<file path="src/rtl/alu_exec_unit.sv">
// alu_exec_unit: handshaked execute stage. Most ops complete in one cycle.
// DIV runs a restoring divider for WIDTH cycles. The result is held until
// writeback accepts it.
module alu_exec_unit #(
  parameter int WIDTH         = 8,
  parameter int INVALID_VALUE = 77
) (
  input  logic             clk,
  input  logic             reset,
  input  logic             in_valid,
  output logic             in_ready,
  input  logic [3:0]       op,
  input  logic [WIDTH-1:0] src1,
  input  logic [WIDTH-1:0] src2,
  output logic             out_valid,
  input  logic             out_ready,
  output logic [WIDTH-1:0] result,
  output logic [WIDTH-1:0] result_hi,
  output logic             flag_zero,
  output logic             flag_carry,
  output logic             flag_dbz,
  output logic             flag_illegal
);

  localparam int CW = $clog2(WIDTH + 1);

  typedef enum logic { IDLE, DIV_BUSY } state_t;
  typedef enum logic [3:0] {
    OP_ADD = 4'd0, OP_SUB = 4'd1, OP_MUL = 4'd2, OP_DIV = 4'd3,
    OP_AND = 4'd4, OP_OR  = 4'd5, OP_XOR = 4'd6
  } op_t;

  state_t state, state_next;

  logic [WIDTH-1:0]   dvd, dvs, rem;
  logic [CW-1:0]      cnt;
  logic [WIDTH:0]     sum, diff, rem_shift, trial;
  logic [2*WIDTH-1:0] prod;
  logic [WIDTH-1:0]   rem_next, dvd_next;
  logic               q_bit;

  logic [WIDTH-1:0]   sc_result, sc_hi;
  logic               sc_carry, sc_dbz, sc_illegal;
  logic               in_xfer, out_xfer, div_start, div_done, sc_load;

  assign in_ready  = (state == IDLE) && (!out_valid || out_ready);
  assign in_xfer   = in_valid && in_ready;
  assign out_xfer  = out_valid && out_ready;
  assign div_start = in_xfer && (op == OP_DIV) && (src2 != '0);
  assign sc_load   = in_xfer && !div_start;
  assign div_done  = (state == DIV_BUSY) && (cnt == CW'(1));

  assign sum  = {1'b0, src1} + {1'b0, src2};
  assign diff = {1'b0, src1} - {1'b0, src2};
  assign prod = {{WIDTH{1'b0}}, src1} * {{WIDTH{1'b0}}, src2};

  // One restoring step: shift remainder:dividend left, trial-subtract divisor.
  always_comb begin
    rem_shift = {rem, dvd[WIDTH-1]};
    trial     = rem_shift - {1'b0, dvs};
    q_bit     = !trial[WIDTH];
    rem_next  = q_bit ? trial[WIDTH-1:0] : rem_shift[WIDTH-1:0];
    dvd_next  = {dvd[WIDTH-2:0], q_bit};
  end

  // Single-cycle result selection; the DIV arm only applies to divide-by-zero.
  always_comb begin
    sc_result  = '0;
    sc_hi      = '0;
    sc_carry   = 1'b0;
    sc_dbz     = 1'b0;
    sc_illegal = 1'b0;
    case (op_t'(op))
      OP_ADD: begin sc_result = sum[WIDTH-1:0];  sc_carry = sum[WIDTH];  end
      OP_SUB: begin sc_result = diff[WIDTH-1:0]; sc_carry = diff[WIDTH]; end
      OP_MUL: begin
        sc_result = prod[WIDTH-1:0];
        sc_hi     = prod[2*WIDTH-1:WIDTH];
      end
      OP_DIV: begin sc_result = '1; sc_hi = src1; sc_dbz = 1'b1; end
      OP_AND: sc_result = src1 & src2;
      OP_OR:  sc_result = src1 | src2;
      OP_XOR: sc_result = src1 ^ src2;
      default: begin
        sc_result  = WIDTH'(INVALID_VALUE);
        sc_illegal = 1'b1;
      end
    endcase
  end

  // State register.
  always_ff @(posedge clk) begin
    if (reset) state <= IDLE;
    else       state <= state_next;
  end

  // Next-state logic.
  always_comb begin
    state_next = state;
    case (state)
      IDLE:     if (div_start) state_next = DIV_BUSY;
      DIV_BUSY: if (div_done)  state_next = IDLE;
      default:  state_next = IDLE;
    endcase
  end

  // Divider working registers.
  always_ff @(posedge clk) begin
    if (reset) begin
      dvd <= '0;
      dvs <= '0;
      rem <= '0;
      cnt <= '0;
    end else if (div_start) begin
      dvd <= src1;
      dvs <= src2;
      rem <= '0;
      cnt <= CW'(WIDTH);
    end else if (state == DIV_BUSY) begin
      dvd <= dvd_next;
      rem <= rem_next;
      cnt <= cnt - CW'(1);
    end
  end

  // Output stage: a new load wins over a drain at the same edge, so
  // back-to-back single-cycle ops keep out_valid high.
  always_ff @(posedge clk) begin
    if (reset) begin
      out_valid    <= 1'b0;
      result       <= '0;
      result_hi    <= '0;
      flag_zero    <= 1'b0;
      flag_carry   <= 1'b0;
      flag_dbz     <= 1'b0;
      flag_illegal <= 1'b0;
    end else if (sc_load) begin
      out_valid    <= 1'b1;
      result       <= sc_result;
      result_hi    <= sc_hi;
      flag_zero    <= (sc_result == '0);
      flag_carry   <= sc_carry;
      flag_dbz     <= sc_dbz;
      flag_illegal <= sc_illegal;
    end else if (div_done) begin
      out_valid    <= 1'b1;
      result       <= dvd_next;
      result_hi    <= rem_next;
      flag_zero    <= (dvd_next == '0);
      flag_carry   <= 1'b0;
      flag_dbz     <= 1'b0;
      flag_illegal <= 1'b0;
    end else if (out_xfer) begin
      out_valid    <= 1'b0;
    end
  end

endmodule

</file>
<file path="config.mk">
export PLATFORM = sky130hd
export DESIGN_NAME = alu_exec_unit
export DESIGN_NICKNAME = d
export VERILOG_FILES = /design/src/rtl/alu_exec_unit.sv
export SDC_FILE = /design/constraint.sdc
export NUM_CORES = 1
export LEC_CHECK = 0
export CAP_MARGIN = 20
export CELL_PAD_IN_SITES_DETAIL_PLACEMENT = 0
export CELL_PAD_IN_SITES_GLOBAL_PLACEMENT = 2
export CORE_MARGIN = 3
export CORE_UTILIZATION = 39
export CTS_CLUSTER_SIZE = 20
export DETAILED_ROUTE_END_ITERATION = 10
export PLACE_DENSITY = 0.95
export SYNTH_ARGS = -nofsm -noshare
export SYNTH_HDL_FRONTEND = slang
export SYNTH_SLANG_ARGS = --single-unit
</file>
<file path="constraint.sdc">
create_clock -name clk -period 15.9 [get_ports clk]
set_clock_uncertainty 0.15 [all_clocks]
set_input_delay 3.18 -clock clk [delete_from_list [all_inputs] [get_ports clk]]
set_output_delay 3.18 -clock clk [all_outputs]
set_load 0.05 [all_outputs]
</file>
-- Yosys cells after proc, flatten, opt, wreduce, memory -nomap -nowiden
Cells that the tools add are included.
- bits of input ports: 24
- word-level logic and storage cells: 75
- output and inout bits: 22
- bits in registers: 50
- bitwise gates (word level): 4
- eq/ne operators: 7
- $mul: 1
- add/sub/neg operators: 4
- mux-type cells: 26
- reduce and logical (&&, ||, !) cells: 20
- operators with widths (kind ; count):
    8-bit 2-to-1 mux ; 7
    8-bit case mux with 7 select lines ; 1
    8-bit logical NOT ; 2
    8-bit by 8-bit multiplier with 16-bit output ; 1
    8-bit case mux with 2 select lines ; 1
    1-bit 2-to-1 mux ; 13
    4-bit by 3-bit equality test with 1-bit output, second input constant ; 3
    8-bit by 8-bit adder with 9-bit output ; 1
    8-bit by 8-bit subtractor with 9-bit output ; 1
    9-bit by 8-bit subtractor with 9-bit output ; 1
    8-bit AND ; 1
    4-bit by 1-bit equality test with 1-bit output, second input constant ; 2
    4-bit by 2-bit equality test with 1-bit output, second input constant ; 2
    4-bit 2-to-1 mux ; 2
    8-bit bitwise OR ; 1
    8-bit nonzero test ; 1
    8-bit bitwise XOR ; 1
    1-bit logical AND ; 7
    7-bit OR reduction ; 1
    4-bit logical NOT ; 1
    1-bit case mux with 2 select lines ; 2
    2-bit nonzero test ; 2
    4-bit by 1-bit subtractor with 4-bit output, second input constant ; 1
    1-bit logical NOT ; 3
    other kinds (4) ; 4

-- Longest topological paths before layout
- depth in word-level cells: 9
- depth in mapped cells: 18
- mapped depth without buffers: 18

-- Least setup slack after synthesis
Ideal clock, no wire load.
- path kind: input-to-reg
- from: in src1[4]
- to: reg result_hi[6]
- buffers on the path: 0
- path slack: 8.565 ns
- arrival: 7.073 ns
- required time: 15.638 ns
- cell stages on the path: 15
- cell sequence: ha_1 > fa_1 > fa_1 > fa_1 > inv_1 > fa_1 > inv_1 > ha_1 > o21a_1 > o21ai_0 > nand2_1 > a311oi_1 > xnor2_1 > a21oi_1 > a2111oi_1
- longest elaborated chain between the ends: 3
- RTL lines (what ; RTL line ; RTL):
    start: declaration ; 13 ; input logic [WIDTH-1:0] src1,
    8-bit by 8-bit multiplier with 16-bit output ; 55 ; assign prod = {{WIDTH{1'b0}}, src1} * {{WIDTH{1'b0}}, src2};
    8-bit case mux with 2 select lines ; 73 ; case (op_t'(op))
    8-bit 2-to-1 mux ; 137 ; end else if (sc_load) begin
    end signal: assignment ; 140 ; result_hi <= sc_hi;
    end signal: assignment ; 148 ; result_hi <= rem_next;
    end: declaration ; 18 ; output logic [WIDTH-1:0] result_hi,
Every way passes these cells.
A chain may end at the register's enable or synchronous reset.

-- Final worst setup path
- from: in src1[1]
- to: reg result_hi[6]
The elaborated chain is that of the path after synthesis.

==> impl_metrics.toml <==
[outcome]
status = "finished clean"

[min_path]
holdPathStages = 2
worstHoldStart = "dvd[7]"
hp-class = "register to register"
whs_endpoint = "dvd[7]"

[grt]
grt_overflow_total = 0
antenna_found_initial = 0
grt_use_total = 0.220
grt_pass1_vias = 5375
grt_pass1_wl_um = 28700
grt_max_degree = 41

[synth]
netlist.area_leader.share = 0.174
syn_avg_cell_area_um2 = 8.00
syn_inst = 719
ys_ff_latch = 50
synth_fp_nets = 852
synth.distinct_cells = 70
synth.yosys.seq_area_share = 0.174
yosys.area.top_type = "dfxtp_1"
synth_enable_flop_cells = 0
synth_ff_type = "dfxtp_1"
netlist_top_cells_area = "dfxtp_1 (17%), ha_1 (15%), fa_1 (14%), inv_1 (5.7%), nor2_1 (5.4%)"
async_flop_share = 0
synth_warnings = 0
synth_area_um2 = 5750

[detailed_routing]
wl_per_cell_um = 19.1
viasPerCell = 5.88
firstDrtPassIters = 6
drt_iter0_markers = 563
finalWirelength_um = 17800
routed-via-count = 5458
drc_errors = 0
postRouteAntennaNets = 0

[placement]
gp_congestion = 0.903
io_buffers = 45
place_ws_ns = 7.38
hpwl_um = 14000
placedCellCount = 921

[die]
start_util = 0.406
pin_count = 46
rows = 43
core_um2 = 14100
die_w_um = 127
die_h_um = 127
dieArea_um2 = 16200

[timing]
finalHoldViolations = 0
period_share = 0.520
rsz0062_at_grt = "false"
slew_violations = 0
worst_slew_pin_slew_ns = 1.20
period_needed_ns = 8.27
setup_viol = 0
fin_setup_tns_ns = 0
maxSlewHeadroom = 0.181
max_freq_mhz = 121
layout_setup_ws_ns = 7.63

[power_and_ir_drop]
comb_power_share = 0.546
power.leakage_uw = 0.00276
vdd_drop_max_uv = 62.5
power.density_nw_per_um2 = 88.2
sw_frac_of_total = 0.429
p_seq_frac = 0.232
p_sw_uw = 247
p_int_uw = 329
clockPowerShare = 0.222

[clock_network]
post-cts-setup-buffers = 0
cts_max_path_buffers = 2
cts.repair.resized = 0
cts-root-buf = "clkbuf_16"
postCtsHoldBufs = 0
cts_tree = "yes"
insertion_delay_ns = 0.29
cts_inserted_buffers = 5
clk_pin_slew_worst_paths_ns = 0.07
clkSinkCount = 50
htree_levels = 2

[cells_and_area]
area_growth_pct = 13.4
fillCellCount = 1433
diodes = 0
layoutNonFillerInstCount = 929
nNetsFinal = 881
layout-drive-gt1-share = 0.0334

[worst_setup_path]
crit_path_start_kind = "primary input"
cp.arrival_ns = 8.30
crit_required_ns = 15.93
worstReg2RegStart = "state"
r2r_setup_slack_ns = 12.95
r2r-end = "flag_zero"
cp-end-kind = "register"
crit_type = "primary input to register"
reg2reg_depth = 7
path_max_fanout = 9

[flow_run]
cap_violations = 0
[cells in the mapped netlist, types with 6 or more instances]
cell,count
o21ai_0,39
o21a_1,8
a21o_1,7
a221oi_1,9
o211ai_1,10
a211oi_1,12
inv_1,87
nand2_1,59
mux2i_1,10
nand3_1,6
xnor2_1,13
dfxtp_1,50
ha_1,70
buf_2,7
a21oi_1,51
fa_1,39
clkbuf_1,16
nand2b_1,7
nor3_1,18
nor4_1,7
nor2_1,83
o22ai_1,6
a22oi_1,15
[flip-flops by register name, indices dropped and copies added, names as in the netlist, 4 cells and up]
register and count:
rem 8, cnt 4, result_hi 8, result 8
dvs 8, dvd 8
[worst max-delay path, stage by stage]
cell and delay [ns]:
clkdlybuf4s50_1 0.81, inv_1 0.24, nor2_1 0.24, fa_1 0.45, fa_1 0.57, fa_1 0.56, inv_1 0.06, fa_1 0.53
inv_1 0.05, ha_1 0.37, o21a_1 0.14, o21ai_0 0.14, nand2_1 0.11, a311oi_1 0.32, xnor2_1 0.15, a21oi_1 0.08
a2111oi_1 0.32
[metrics by stage]
step	util	instance area, um^2	hold WS (ns)	power (uW)
floorplan	-	5750	0.286	361
global placement	0.449	6350	0.296	443
detailed placement	0.449	6350	0.303	445
CTS	0.461	6520	0.318	575
global route	0.461	6520	0.358	620
finish	0.461	6520	0.318	576
[worst max-delay path by stage]
stage,slack (ns),endpoint,startpoint,cells after the start
floorplan,8.56,result_hi[6],src1[4],15
global placement,7.52,result_hi[6],src1[1],17
detailed placement,7.38,result_hi[6],src1[1],17
CTS,7.65,result_hi[6],src1[1],17
global route,7.35,result_hi[6],src1[1],17
finish,7.63,result_hi[6],src1[1],17
[power by group through the flow]
stage / Sequential [uW] / Combinational, uW / Clock, uW
after global placement: 136 / 306 / 0
after floorplan: 148 / 213 / 0
after CTS: 134 / 312 / 129
after global routing: 134 / 352 / 133
after detailed placement: 137 / 309 / 0
final: 134 / 314 / 128
[area by class of cell]
cell class / instances / area [um^2] / share of cell area
inverter: 90 / 338 / 0.0518
clock inverter: 3 / 47.5 / 0.00729
timing repair buffer: 48 / 473 / 0.0725
clock buffer: 5 / 125 / 0.0192
sequential: 50 / 1000 / 0.153
tap: 180 / 225 / 0.0345
multi-input combinational: 553 / 4310 / 0.661
[layer usage]
metal / vias up / wire (um) / global-route usage
met5: - / 0 / 0
met4: 0 / 485 / 0.0530
met3: 32 / 1180 / 0.0364
met2: 227 / 7880 / 0.343
met1: 2629 / 8210 / 0.318
li1: 2570 / - / -
[cell usage in the layout (no fill, tap or decap), types with 3 or more instances in the layout]
master / instances
nor2b_1: 5
inv_1: 87
nand2b_1: 7
o22ai_1: 6
nand3b_1: 4
a221oi_1: 9
nor2_1: 83
dfxtp_1: 50
xnor2_1: 13
a21oi_1: 51
clkbuf_16: 5
o221ai_1: 3
o21bai_1: 5
ha_1: 70
nor4_1: 7
a21o_1: 7
a31oi_1: 3
o211ai_1: 10
nor3_1: 18
a311oi_1: 3
clkdlybuf4s50_1: 45
and3_1: 5
clkinv_1: 3
fa_1: 39
o21ai_0: 38
a211oi_1: 12
nand2_1: 59
o21a_1: 8
a22oi_1: 15
nand3_1: 6
mux2i_1: 10
xor2_1: 5
or3_1: 5
buf_4: 3
[logic make-up (layout without fill, tap and decap cells)]
family	after synthesis	count (layout)	synth area share
AO/OA/AOI/OAI	198	198	0.231
adder cells (fa/ha/maj)	109	109	0.288
multiplexers	11	11	0.0213
flip-flops	50	50	0.174
AND/OR/NAND/NOR	217	217	0.179
XOR/XNOR	18	18	0.0274
buffers and inverters	116	146	0.0785
Power figures use the tool's default switching activity.
